$ cat src/rtl/ahb3lite_mem_slave.sv
// ---------------------------------------------------------------------------
// ahb3lite_pkg / ahb3lite_mem_slave
//
// Purpose: AHB-Lite word-addressed memory target. Decodes IDLE/BUSY/NONSEQ/SEQ
// address phases, inserts WAIT_STATES HREADYOUT-low cycles per accepted
// transfer, commits writes to an internal word array, serves reads and
// returns the two-cycle ERROR response for out-of-range or non-word accesses.
// Status counters report committed writes and ERROR responses.
//
// Ports:
//   HCLK        in   bus clock, rising edge
//   HRESET      in   synchronous active-high reset
//   HSEL        in   slave select
//   HADDR       in   word address (32)
//   HWRITE      in   1 = write, 0 = read
//   HSIZE       in   transfer size, only WORD (3'b010) is legal
//   HBURST      in   burst type, informational only
//   HTRANS      in   IDLE/BUSY/NONSEQ/SEQ
//   HWDATA      in   write data (data phase)
//   HREADY      in   bus-level ready
//   HREADYOUT   out  slave ready
//   HRESP       out  OKAY/ERROR
//   HRDATA      out  read data (held outside read data phases)
//   o_wr_count  out  committed writes since reset, wraps (16)
//   o_err_count out  ERROR responses since reset, saturates (8)
//   o_last_addr out  address of most recent committed write (32)
//   o_last_data out  data of most recent committed write (32)
// ---------------------------------------------------------------------------
package ahb3lite_pkg;
  typedef enum logic [1:0] {
    IDLE   = 2'b00,
    BUSY   = 2'b01,
    NONSEQ = 2'b10,
    SEQ    = 2'b11
  } HTRANS_state;

  typedef enum logic [2:0] {
    SINGLE = 3'b000,
    INCR   = 3'b001,
    WRAP4  = 3'b010,
    INCR4  = 3'b011,
    WRAP8  = 3'b100,
    INCR8  = 3'b101,
    WRAP16 = 3'b110,
    INCR16 = 3'b111
  } HBURST_Type;

  typedef enum logic {
    OKAY  = 1'b0,
    ERROR = 1'b1
  } HRESP_state;

  localparam logic [2:0] HSIZE_WORD = 3'b010;
endpackage

module ahb3lite_mem_slave
  import ahb3lite_pkg::*;
#(
  parameter int          ADDR_W      = 6,
  parameter logic [31:0] BASE_ADDR   = 32'h0000_0000,
  parameter int          WAIT_STATES = 0
) (
  input  logic        HCLK,
  input  logic        HRESET,
  input  logic        HSEL,
  input  logic [31:0] HADDR,
  input  logic        HWRITE,
  input  logic [2:0]  HSIZE,
  input  HBURST_Type  HBURST,
  input  HTRANS_state HTRANS,
  input  logic [31:0] HWDATA,
  input  logic        HREADY,
  output logic        HREADYOUT,
  output HRESP_state  HRESP,
  output logic [31:0] HRDATA,
  output logic [15:0] o_wr_count,
  output logic [7:0]  o_err_count,
  output logic [31:0] o_last_addr,
  output logic [31:0] o_last_data
);

  typedef enum logic [2:0] {
    ST_READY = 3'd0,
    ST_WAIT  = 3'd1,
    ST_DATA  = 3'd2,
    ST_ERR1  = 3'd3,
    ST_ERR2  = 3'd4
  } state_t;

  localparam logic [3:0] WAIT_LAST = 4'(WAIT_STATES - 1);

  state_t             r_state;
  state_t             w_next;
  logic [3:0]         r_wait_cnt;
  logic [ADDR_W-1:0]  r_addr;
  logic [31:0]        r_full_addr;
  logic               r_write;
  logic [31:0]        r_hrdata;
  logic [15:0]        r_wr_count;
  logic [7:0]         r_err_count;
  logic [31:0]        r_last_addr;
  logic [31:0]        r_last_data;
  logic [31:0]        r_mem [2**ADDR_W];

  logic               w_slot_open;
  logic               w_accept;
  logic [31:0]        w_offset;
  logic               w_legal;
  logic               w_commit;
  logic               w_rd_phase;
  logic               w_unused;

  // HBURST carries no decode meaning for a flat memory.
  assign w_unused = ^HBURST;

  // Only states that drive HREADYOUT high can take a new address phase.
  assign w_slot_open = (r_state == ST_READY) || (r_state == ST_DATA) ||
                       (r_state == ST_ERR2);
  assign w_accept    = w_slot_open && HSEL && HREADY &&
                       ((HTRANS == NONSEQ) || (HTRANS == SEQ));

  // Unsigned subtract: addresses below BASE_ADDR wrap high and fail the range test.
  assign w_offset    = HADDR - BASE_ADDR;
  assign w_legal     = ((w_offset >> ADDR_W) == 32'd0) && (HSIZE == HSIZE_WORD);

  assign w_commit    = (r_state == ST_DATA) && r_write;
  assign w_rd_phase  = (r_state == ST_DATA) && !r_write;

  always_comb begin
    w_next    = r_state;
    HREADYOUT = 1'b1;
    HRESP     = OKAY;
    case (r_state)
      ST_READY, ST_DATA, ST_ERR2: begin
        if (r_state == ST_ERR2) HRESP = ERROR;
        if (w_accept) begin
          if (!w_legal)             w_next = ST_ERR1;
          else if (WAIT_STATES > 0) w_next = ST_WAIT;
          else                      w_next = ST_DATA;
        end else begin
          w_next = ST_READY;
        end
      end
      ST_WAIT: begin
        HREADYOUT = 1'b0;
        if (r_wait_cnt == WAIT_LAST) w_next = ST_DATA;
      end
      ST_ERR1: begin
        HREADYOUT = 1'b0;
        HRESP     = ERROR;
        w_next    = ST_ERR2;
      end
      default: w_next = ST_READY;
    endcase
  end

  // Control state, counters and status outputs
  always_ff @(posedge HCLK) begin
    if (HRESET) begin
      r_state     <= ST_READY;
      r_wait_cnt  <= 4'd0;
      r_hrdata    <= 32'd0;
      r_wr_count  <= 16'd0;
      r_err_count <= 8'd0;
      r_last_addr <= 32'd0;
      r_last_data <= 32'd0;
    end else begin
      r_state <= w_next;
      if (w_next == ST_WAIT)
        r_wait_cnt <= (r_state == ST_WAIT) ? r_wait_cnt + 4'd1 : 4'd0;
      else
        r_wait_cnt <= 4'd0;
      if (w_accept && !w_legal && (r_err_count != 8'hFF))
        r_err_count <= r_err_count + 8'd1;
      if (w_commit) begin
        r_wr_count  <= r_wr_count + 16'd1;
        r_last_addr <= r_full_addr;
        r_last_data <= HWDATA;
      end
      if (w_rd_phase)
        r_hrdata <= r_mem[r_addr];
    end
  end

  // Address-phase capture
  always_ff @(posedge HCLK) begin
    if (w_accept) begin
      r_addr      <= w_offset[ADDR_W-1:0];
      r_full_addr <= HADDR;
      r_write     <= HWRITE;
    end
  end

  // Memory array; contents survive reset, a reset edge blocks the commit.
  always_ff @(posedge HCLK) begin
    if (!HRESET && w_commit)
      r_mem[r_addr] <= HWDATA;
  end

  // Read data is live from the array during the read data phase so that a
  // write committed on the previous edge is visible.
  assign HRDATA      = w_rd_phase ? r_mem[r_addr] : r_hrdata;
  assign o_wr_count  = r_wr_count;
  assign o_err_count = r_err_count;
  assign o_last_addr = r_last_addr;
  assign o_last_data = r_last_data;

endmodule
$ cat config.mk
export PLATFORM = sky130hd
export DESIGN_NAME = ahb3lite_mem_slave
export DESIGN_NICKNAME = d
export VERILOG_FILES = /design/src/rtl/ahb3lite_mem_slave.sv
export SDC_FILE = /design/constraint.sdc
export NUM_CORES = 2
export LEC_CHECK = 0
export CORE_MARGIN = 2
export CORE_UTILIZATION = 53
export DETAILED_ROUTE_END_ITERATION = 8
export PLACE_DENSITY_LB_ADDON = 0.3
export SLEW_MARGIN = 20
export SYNTH_ARGS = -nofsm -noshare
export SYNTH_HDL_FRONTEND = slang
export SYNTH_SLANG_ARGS = --single-unit
$ cat constraint.sdc
create_clock -name HCLK -period 9.7 [get_ports HCLK]
set_clock_uncertainty 0.2 [all_clocks]
set_input_delay 1.94 -clock HCLK [delete_from_list [all_inputs] [get_ports HCLK]]
set_output_delay 1.94 -clock HCLK [all_outputs]
set_load 0.05 [all_outputs]
==> Word level (Yosys, flattened, before mapping) <==
Memory sizes are Yosys's and may differ from the RTL's. A register that Yosys moved wholly into a read port is not among the register bits.
Index checks and enable logic that the tools add are counted.
{ "classes": {"addsub": 3, "eq_ne": 10, "n_mux": 11, "n_bitwise": 2, "n_reduce_logical": 20} }
{ "ops": {"columns": ["cell", "n"], "rows": [
  ["$logic_not 32->1", 1],
  ["$mux 32", 1],
  ["$add 16x1->16 const B", 1],
  ["$eq 3x2->1 const B", 3],
  ["$logic_and 1x1->1", 9],
  ["$pmux 3 s3", 1],
  ["$add 8x1->8 const B", 1],
  ["$ne 8x8->1 const B", 1],
  ["$eq 3x1->1 const B", 2],
  ["$mux 3", 2],
  ["$mux 6", 1],
  ["$reduce_or 3->1", 2],
  ["$mux 1", 5],
  ["$add 4x1->4 const B", 1],
  ["$eq 2x2->1 const B", 2],
  ["$eq 4x4->1 const B", 1],
  ["$eq 3x3->1 const B", 1],
  ["$logic_not 1->1", 3],
  ["$logic_not 3->1", 1],
  ["$logic_or 1x1->1", 3],
  ["$not 1->1", 2],
  ["$pmux 1 s2", 1],
  ["$reduce_or 2->1", 1]
]} }
{ "totals": {"ff_bits": 166, "ramBits": 2048, "output_inout_bits": 122, "memories": 1} }
{ "memory_table": {"columns": ["memory", "depth", "word_bits", "read_ports", "rd_clocked_by_memory_dff", "wr", "line", "text"], "rows": [
  ["r_mem", 64, 32, 1, 1, 1, "103", "logic [31:0] r_mem [2**ADDR_W];"]
]} }

==> Logic depth before layout (Yosys ltp) <==
{ "depth": {"ltp_word": 11, "depth_mapped": 9, "ltp_nobuf": 5} }

==> Worst setup path after synthesis <==
No wires, ideal clock.
{ "synth_path": {"path_type": "input port to flip-flop", "from": "input HRESET", "to": "memory r_mem[46][0], enable pin", "t_arrival_ps": 4825, "required_ps": 9039, "setup_slack_ps": 4214, "cell_stages": 3, "path_buffers": 1, "cell_sequence": "clkbuf_1 or3_1 nor3_1"} }
{ "synth_between": {"elab_chain_cells": 4} }
{ "synth_rtl": {"columns": ["element", "line", "text"], "rows": [
  ["from (decl)", "64", "input logic HRESET,"],
  ["$logic_not 1->1", "196", "if (!HRESET && w_commit)"],
  ["$logic_and 1x1->1", "196", null],
  ["$mux 1", "196", null],
  ["$mux 1 (implied by the code)", "197", "r_mem[r_addr] <= HWDATA;"],
  ["to (decl)", "103", null]
]} }
No other way between the ends.

==> impl_metrics.env <==
export IMPL_drv_cap=0
export IMPL_worstHoldStart="o_last_data[20]"
export IMPL_grt_pass1_vias=45000
export IMPL_ir_drop_mv=0.179
export IMPL_crit_slowest_cell="clkdlybuf4s50_1"
export IMPL_synth_top_area_share_pct=73.7
export IMPL_r2r_setup_slack_ps=5610
export IMPL_cp_required_ps=7560
export IMPL_power_leakage_nw=31.6
export IMPL_final_util_pct=60.7
export IMPL_ys_flop_type="edfxtp_1"
export IMPL_antenna_found_initial=8
export IMPL_hp_class="reg2reg"
export IMPL_gp_congestion=0.800
export IMPL_criticalPathCategory="reg2out"
export IMPL_synth_seq_cells=2214
export IMPL_path_delay_family="buffers and inverters"
export IMPL_p_per_area_nw_per_um2=201
export IMPL_min_path_cells=2
export IMPL_post_dp_hpwl_um=114000
export IMPL_crit_arrival_ps=5690
export IMPL_rows=146
export IMPL_postCtsHoldBufs=0
export IMPL_grt_overflow=0
export IMPL_vias=46000
export IMPL_reg2reg_depth=6
export IMPL_p_int_mw=15.3
export IMPL_cp_end_kind="output port"
export IMPL_synthToLayoutAreaGrowth_pct=13.6
export IMPL_seq_power_share_pct=54.3
export IMPL_crit_cells=7
export IMPL_start_kind="flip-flop"
export IMPL_report_final_slew_viol_count=0
export IMPL_first_iter_violations=5960
export IMPL_endpoint="HRDATA[28]"
export IMPL_swShare_pct=20.9
export IMPL_clkPwrFrac_pct=41.5
export IMPL_io_pins=199
export IMPL_cts_tree="built"
export IMPL_hold_viol=0
export IMPL_grtUsageTotal_pct=27.4
export IMPL_synth_edf_count=2081
export IMPL_yosys_cell_count_top_type="edfxtp_1"
export IMPL_post_cts_resized=0
export IMPL_dieArea_um2=163000
export IMPL_fmax_mhz=128
export IMPL_avgSynthCellArea_um2=18.3
export IMPL_cts_num_sinks=2214
export IMPL_clk_latency_ps=820
export IMPL_drtPass1Iterations=6
export IMPL_max_clock_path_buffers=3
export IMPL_viasPerCell=6.43
export IMPL_cp_max_fo=72
export IMPL_critPathBufInv=3
export IMPL_fin_crit_ps=7830
export IMPL_yosysTopAreaCell="edfxtp_1"
export IMPL_port_buffers=194
export IMPL_yosys_warnings=0
export IMPL_synth_nets=4709
export IMPL_r2r_end="r_hrdata[4]"
export IMPL_worst_pin_slew_ps=1150
export IMPL_h_tree_depth=4
export IMPL_die_y_um=404
export IMPL_path_clk_slew_ps=60
export IMPL_initial_core_util_pct=53.5
export IMPL_synthArstFlopShare_pct=0
export IMPL_nets=4979
export IMPL_synth_cell_types=51
export IMPL_post_cts_setup_buffers=0
export IMPL_p_switching_mw=4.04
export IMPL_ys_seq_area_share_pct=76.9
export IMPL_die_width_um=404
export IMPL_layout_drive_gt1_share_pct=15.9
export IMPL_synthCells=4629
export IMPL_syn_cell_area_um2=84800
export IMPL_finalCritPeriodShare_pct=80.7
export IMPL_cts_buffers=212
export IMPL_synthTopCellsByArea="edfxtp_1, mux2i_1, mux4_2"
export IMPL_ant_nets=0
export IMPL_drt_total_wl_um=226000
export IMPL_cp_cell_sequence="buf_12, buf_4, mux4_2, o21ai_0, and4_1, nor3_1, clkdlybuf4s50_1"
export IMPL_critPathMaxStageDelay_ps=980
export IMPL_status="complete, no violations"
export IMPL_coreArea_um2=159000
export IMPL_rsz0062_at_grt="false"
export IMPL_setup_viol=0
export IMPL_wl_per_cell_um=31.6
export IMPL_post_route_drc_count=0
export IMPL_fin_tns_setup_ps=0
export IMPL_combPwrFrac_pct=4.2
export IMPL_grt_pass1_wl_um=317000
export IMPL_slew_headroom_pct=22.8
export IMPL_netlist_top_cells_count="edfxtp_1, mux2i_1, o22ai_1"
export IMPL_grt_max_degree=110
export IMPL_cts_root_buf="clkbuf_16"
==> per-stage QoR <==
step                instance area, µm²  hold slack (ps)  total power [mW]  worst slack [ps]  instances
floorplan                        84800              218              11.1              4210       4629
global placement                 89400              231              11.5              2910       6756
detailed placement               89400              239              11.5              2860       6757
CTS                              96200              252              19.4              1990       7152
global route                     96200              271              19.8              1660       7152
finish                           96200              254              19.3              1870       7153
==> layout make-up <==
type                       count  area [µm²]
timing repair buffer         336        3000
tap                         2072        2590
clock buffer                 274        5760
sequential                  2214       65200
antenna                        1        2.50
clock inverter               121         993
inverter                       3        11.3
fill                       11300       62300
multi-input combinational   2132       18700
==> registers in the layout (all words and copies together), names as in the netlist, named ones only <==
name,count
r_mem,2048
r_full_addr,27
r_state,3
o_last_data,32
r_hrdata,32
r_wait_cnt,4
r_addr,5
o_last_addr,32
o_wr_count,16
o_err_count,8
r_write,1
==> worst min-delay path by stage <==
stage / endpoint / slack (ps)
final: o_last_data[20] / 250
after global routing: r_wait_cnt[0] / 270
after CTS: r_wait_cnt[0] / 250
after detailed placement: r_wait_cnt[0] / 240
after global placement: r_wait_cnt[0] / 230
after floorplan: r_wait_cnt[0] / 220
==> worst min-delay path: stages (launching register included) <==
cell	delay (ps)
dfxtp_1	310
nand2_1	50
a21oi_1	50
==> power by group through the flow <==
stage                     Combinational, mW  Sequential, mW  Clock (mW)
after floorplan                       0.444            10.7           0
after global placement                0.785            10.7           0
after detailed placement              0.803            10.7           0
after CTS                             0.805            10.5        8.08
after global routing                  0.853            10.5        8.45
final                                 0.812            10.5        8.01
==> per-layer routing <==
metal  up-vias  track usage, %  wire length, µm  part of all wire [%]
met2      2545            42.2           104000                    46
met5         -               0                0                     0
met3       366            6.84            25700                    11
li1      19200               -                -                     -
met1     23800            38.6            88700                    39
met4         0            9.09             7300                   3.2
==> logic make-up after synthesis <==
family,synth area share [%]
mux,12.7
buf+inv,1.76
simple gates,3.99
xor+xnor,0.165
flops,76.9
fa+ha+maj,0.0443
compound gates,4.52
==> cell usage in the layout (no fill, tap or decap), drive strengths merged, types with 70 or more instances in the layout <==
cell type,count
a21oi,139
mux2,70
dfxtp,133
clkdlybuf4s50,161
edfxtp,2081
nor3,101
o21ai,71
mux2i,705
mux4,128
nor2,185
o22ai,256
clkinv,101
buf,175
clkbuf,274
nand2,148
(Power assumes the default switching activity.)
